`config.mk`:
```
export PLATFORM = sky130hd
export DESIGN_NAME = c2_pipe_addsub
export DESIGN_NICKNAME = d
export VERILOG_FILES = /design/src/rtl/c2_pipe_addsub.sv
export SDC_FILE = /design/constraint.sdc
export NUM_CORES = 1
export LEC_CHECK = 0
export ABC_AREA = 1
export BUFFER_PORTS_ARGS = -buffer_cell sky130_fd_sc_hd__buf_2
export CAP_MARGIN = 20
export CORE_MARGIN = 4
export CORE_UTILIZATION = 52
export CTS_CLUSTER_DIAMETER = 100
export CTS_CLUSTER_SIZE = 40
export DETAILED_ROUTE_END_ITERATION = 6
export GPL_TIMING_DRIVEN = 0
export PLACE_DENSITY_LB_ADDON = 0.15
export RECOVER_POWER = 50
export REMOVE_ABC_BUFFERS = 1
export SYNTH_ARGS = -nofsm -noshare
export SYNTH_HDL_FRONTEND = slang
export SYNTH_SLANG_ARGS = --single-unit
```
`constraint.sdc`:
```
create_clock -name clk -period 3.9 [get_ports clk]
set_input_delay 0.78 -clock clk [delete_from_list [all_inputs] [get_ports clk]]
set_output_delay 0.78 -clock clk [all_outputs]
set_load 0.02 [all_outputs]
```
`src/rtl/c2_pipe_addsub.sv`:
```
// c2_pipe_addsub: pipelined two's-complement adder/subtractor.
// Carry chain is cut into STAGES chunks; global-enable valid/ready shift.
module c2_pipe_addsub #(
   parameter int WIDTH  = 16,
   parameter int STAGES = 4
) (
   input  logic             clk,
   input  logic             rst,
   input  logic             in_valid,
   output logic             in_ready,
   input  logic [WIDTH-1:0] a,
   input  logic [WIDTH-1:0] b,
   input  logic             sub,
   output logic             out_valid,
   input  logic             out_ready,
   output logic [WIDTH-1:0] sum,
   output logic             cout,
   output logic             ovf
);
   localparam int CHUNK = WIDTH / STAGES;

   logic             r_v  [STAGES];
   logic [WIDTH-1:0] r_a  [STAGES];
   logic [WIDTH-1:0] r_b  [STAGES];
   logic [WIDTH-1:0] r_s  [STAGES];
   logic             r_c  [STAGES];
   logic [WIDTH-1:0] w_s  [STAGES];
   logic             w_co [STAGES];
   logic             w_adv;

   assign w_adv    = !r_v[STAGES-1] || out_ready;
   assign in_ready = w_adv;

   // Stage k finishes slice k of the sum and hands its carry onward.
   for (genvar k = 0; k < STAGES; k++) begin : g_stage
      logic [CHUNK:0]   w_cy;
      logic [CHUNK-1:0] w_sl;
      logic [WIDTH-1:0] w_snx;

      always_comb begin
         logic w_x;
         logic w_y;
         w_cy    = '0;
         w_cy[0] = r_c[k];
         w_sl    = '0;
         for (int i = 0; i < CHUNK; i++) begin
            w_x       = r_a[k][k*CHUNK+i];
            w_y       = r_b[k][k*CHUNK+i];
            w_sl[i]   = w_x ^ w_y ^ w_cy[i];
            w_cy[i+1] = (w_x & w_y) |
                        (w_x & w_cy[i]) |
                        (w_y & w_cy[i]);
         end
      end

      always_comb begin
         w_snx = r_s[k];
         w_snx[k*CHUNK +: CHUNK] = w_sl;
      end

      assign w_s[k]  = w_snx;
      assign w_co[k] = w_cy[CHUNK];
   end

   always_ff @(posedge clk or posedge rst) begin
      if (rst) begin
         for (int k = 0; k < STAGES; k++) begin
            r_v[k] <= 1'b0;
            r_a[k] <= '0;
            r_b[k] <= '0;
            r_s[k] <= '0;
            r_c[k] <= 1'b0;
         end
      end else if (w_adv) begin
         r_v[0] <= in_valid;
         r_a[0] <= a;
         r_b[0] <= b ^ {WIDTH{sub}};
         r_s[0] <= '0;
         r_c[0] <= sub;
         for (int k = 1; k < STAGES; k++) begin
            r_v[k] <= r_v[k-1];
            r_a[k] <= r_a[k-1];
            r_b[k] <= r_b[k-1];
            r_s[k] <= w_s[k-1];
            r_c[k] <= w_co[k-1];
         end
      end
   end

   // Last stage is combinational off held registers, so a stall freezes it.
   assign out_valid = r_v[STAGES-1];
   assign sum       = w_s[STAGES-1];
   assign cout      = w_co[STAGES-1];
   assign ovf       = g_stage[STAGES-1].w_cy[CHUNK-1]
                    ^ w_co[STAGES-1];

endmodule

```
; ---- Word level (Yosys, flattened, before mapping)
; Index checks and enable logic that the tools add are counted.
[op_classes]
n_bitwise = 114
reduce_logical = 2
[op_table]
columns = op, count
row1 = 1-bit AND, 48
row2 = 1-bit XOR, 33
row3 = 1-bit OR, 32
row4 = 16-bit XOR, 1
row5 = 1-bit zero test, 1
row6 = 1-bit logical OR, 1
[word_totals]
regBits = 160
in_bits = 37
output_inout_bits = 20
word_cells = 135

; ---- Logic depth before layout (Yosys ltp)
[logic_depth]
ltp_word = 13
mapped_depth = 8
depth_no_buf = 8

; ---- Least setup slack after synthesis
; OpenSTA, ideal clock, no wires.
[synth_timing]
path_type = register to output
startpoint = register r_a[12] (netlist name)
endpoint = output port ovf
arrival_time_ns = 2.014
required_ns = 3.120
setup_slack_ns = 1.106
stages_incl_launch_ff = 9
path_buffers = 0
cell_sequence = dfrtp_1 -> inv_1 -> fa_1 -> inv_1 -> fa_1 -> fa_1 -> inv_1 -> fa_1 -> xnor2_1
[synth_via]
elab_chain_cells = 13
elab_cells_between_ends = 17
classes_between = 17 x bitwise
[synth_lines]
columns = item, line_no
row1 = from (decl), 23  ; logic [WIDTH-1:0] r_a [STAGES];
row2 = "from (signal, indexed assignment)", 82  ; r_a[k] <= r_a[k-1];
row3 = "1-bit AND, on equally long branches", "50, 51"
row4 = 1-bit OR *, 50  ; w_cy[i+1] = (w_x & w_y) |
row5 = 1-bit OR *, 51  ; (w_x & w_cy[i]) |
row6 = 1-bit AND, 51
row7 = 1-bit OR, 50
row8 = 1-bit OR *, 51
row9 = 1-bit AND, 51
row10 = 1-bit OR, 50
row11 = 1-bit OR *, 51
row12 = 1-bit AND, 51
row13 = 1-bit OR, 50
row14 = 1-bit OR, 51
row15 = 1-bit XOR *, 95  ; ^ w_co[STAGES-1];
row16 = to (decl), 18  ; output logic ovf
; Mark *: on every way between the ends. The rest lies on a longest branch, timed or not.

; ---- Worst setup path after layout
[layout_timing]
startpoint = register r_a[12] (netlist name)
endpoint = output port sum[15]
[layout_via]
elab_chain_cells = 10
elab_cells_between_ends = 13
classes_between = 13 x bitwise
[layout_lines]
columns = item, line_no
row1 = "1-bit AND, on equally long branches", "50, 51"
row2 = 1-bit OR *, 50
row3 = 1-bit OR *, 51
row4 = 1-bit AND, 51
row5 = 1-bit OR, 50
row6 = 1-bit OR *, 51
row7 = 1-bit AND, 51
row8 = 1-bit OR, 50
row9 = 1-bit OR *, 51
row10 = 1-bit XOR *, 49  ; w_sl[i] = w_x ^ w_y ^ w_cy[i];
row11 = to (decl), 16  ; output logic [WIDTH-1:0] sum,
; Marks and branches as above.

==> impl_metrics.tcl <==
set metrics [dict create \
    synth_area_leaders "dfrtp_1 (58%), nand2_1 (17%), fa_1 (6.6%)" \
    leakage_nw 2.87 \
    path_clk_slew_ns 0.10 \
    violations "max-capacitance violations, max-slew violations" \
    crit_path_max_incr_delay_ns 0.42 \
    die_h_um 105 \
    power_mw 4.07 \
    overflow 0 \
    fin_crit_sh_pct 85.5 \
    r2r_end "r_b[28]$_DFFE_PP0P_" \
    slew_violations 79 \
    final_cell_mix "nand2_1 (221), dfrtp_1 (112), inv_1 (70)" \
    core_area_um2 9150 \
    portBuffers 56 \
    num_vias 3292 \
    post-route-min-period_ns 3.34 \
    cts.sinks 112 \
    post-route-util_pct 58.5 \
    power_density_nw_per_um2 761 \
    min_path_cells 2 \
    first_pass_iters 4 \
    reg2reg_depth 5 \
    n_antenna_cell 0 \
    cts.root.buffer_cell "clkbuf_8" \
    clockBufferDepth 2 \
    grt_use_met2_pct 28.1 \
    cp_num_buf_inv 5 \
    r2r_slack_ns 1.44 \
    endpoint_kind "output pin" \
    insertion_delay_ns 0.36 \
    postCtsSetupBuffers 0 \
    synth_cell_type_count 15 \
    grt_max_degree 101 \
    finalClockSkew_ns 0.00862 \
    area_delta_synth_final_pct 10.3 \
    grt.met1_usage_pct 21.6 \
    yosys_warnings 0 \
    hpwlAfterDp_um 5210 \
    cp_max_fo 2 \
    ff_latch_area_um2 2800 \
    ys_seq_elements 112 \
    max_freq_mhz 300 \
    fillCellCount 860 \
    rows 35 \
    io_pins 57 \
    rsz0062_at_grt "false" \
    drcViolationCount 0 \
    syn_area_per_cell_um2 9.15 \
    synthesis.area_um2 4860 \
    final_antenna_net_count 0 \
    setup_slack_ns 0.564 \
    drv_cap 2 \
    place_congestion 0.722 \
    drt-vias-per-instance 4.76 \
    top_usage_layer "met2" \
    die_area_um2 11000 \
    max-slew-margin-rel_pct -52.2 \
    wl_per_cell_um 11.9 \
    grt_pass1_wl_um 15100 \
    min_from "r_v[1]$_DFFE_PP0P_" \
    grt_antenna_before_repair 0 \
    finalWirelength_um 8200 \
    cts_max_level 3 \
    multi_input_area_um2 1570 \
    drive_gt1_share_pct 13.3 \
    ir_drop_v 0.000286 \
    status "complete, but fails checks" \
    layout.nets 628 \
    synth_top_area_share_pct 57.7 \
    grt_pass1_vias 3432 \
    setup_viol 0 \
    yosys.area.top_type "dfrtp_1" \
    worst_ep_arrival_time_ns 2.56 \
    syn_inst 531 \
    startpoint_type "flop" \
    cts_tree "built" \
    cpLargestDelayFamily "adder cells" \
    crit_required_ns 3.12 \
    place_ws_ns 0.931 \
    drtIter0Drc 142 \
    finalHoldViolations 0 \
    final_common_cell "nand2_1" \
    finalNonFillerCells 691 \
    met3_usage_pct 4.20 \
    synth-seq-area-share_pct 57.7 \
    start_util_pct 53.1 \
    rr_startpoint "out_valid$_DFFE_PP0P_" \
    gr-usage-all-layers_pct 16.7 \
    critical_path.cell_chain "inv_1 -> fa_1 -> inv_1 -> fa_1 -> fa_1 -> inv_1 -> fa_1 -> inv_1 -> buf_2" \
    ctsResizeCount 0 \
    numCtsBuffers 9 \
    path_class "reg2out" \
    hold_path_end "out_valid$_DFFE_PP0P_" \
    cp_slowest_cell "fa_1" \
    tightest_slew_ns 2.27 \
    placedCellCount 675 \
    hold_path_class "reg2reg" \
    die_w_um 105 \
    cts_hold_buf 0 \
]
[sequential cells by signal (all words and copies together) (netlist names)]
register        flops
r_a                36
r_b                36
g_stage.w_snx      12
sum                12
g_stage.$5.w_x      4
g_stage.$5.w_y      4
g_stage.w_cy        4
r_v                 3
out_valid           1
[worst max path at each step]
stage | startpoint | end | slack, ns | depth (start not counted)
after detailed placement | r_a[12]$_DFFE_PP0P_ | sum[15] | 0.93 | 9
final | r_a[12]$_DFFE_PP0P_ | sum[15] | 0.56 | 9
after CTS | r_a[12]$_DFFE_PP0P_ | sum[15] | 0.50 | 9
after floorplan | rst | g_stage[0].$5.w_x$_DFFE_PP0P_ | 0.16 | 1
after global routing | r_b[12]$_DFFE_PP0P_ | sum[15] | 0.38 | 9
after global placement | rst | r_v[3]$_DFFE_PP0P_ | -1.10 | 2
[worst reg2reg max path, stage by stage, from the launching register on]
cell	delay, ns
dfrtp_1	0.39
inv_2	0.04
nor2_1	1.25
buf_12	0.31
buf_12	0.22
o21ai_0	0.13
[final cells by class]
type	instances	area share [%]
Clock buffer	12	3.08
Clock inverter	4	0.654
Inverter	72	5.07
Multi-Input combinational cell	320	29.3
Sequential cell	112	52.3
Tap cell	111	2.59
Timing Repair Buffer	60	6.99
[metal layers]
layer	share of wire, %	vias to the layer above
met5	0	-
met3	3.4	4
met4	0.67	0
li1	-	1680
met2	48	47
met1	48	1561
[through the flow]
stage	hold slack (ns)	setup TNS (ns)	instance area, um2
final	0.470	0	5360
after global routing	0.502	0	5360
after CTS	0.474	0	5370
after detailed placement	0.446	0	5170
after global placement	0.431	-123.32	5070
after floorplan	0.420	0	4650
[cell families after synthesis]
family                     share of synthesized area, %
AOI/OAI and AO/OA                                  6.70
xor gates and xnor gates                          0.180
DFF                                                57.7
adders and majority gates                          6.59
buffers and inverters                              9.81
and+or+nand+nor                                    19.0
[power breakdown]
group / switching, mW / total [mW] / internal [mW]
clock: 0.387 / 0.679 / 0.292
sequential: 0.233 / 1.89 / 1.66
combinational: 0.946 / 1.50 / 0.554
total: 1.57 / 4.07 / 2.51
[cells in the mapped netlist, drive strengths merged]
library cell and number:
nand2 221, dfrtp 112, inv 72, o21ai 65
buf 24, fa 16, nand3 16, clkbuf 3
nor2 1, xnor2 1
No activity file was read; power rests on OpenSTA's default activity.
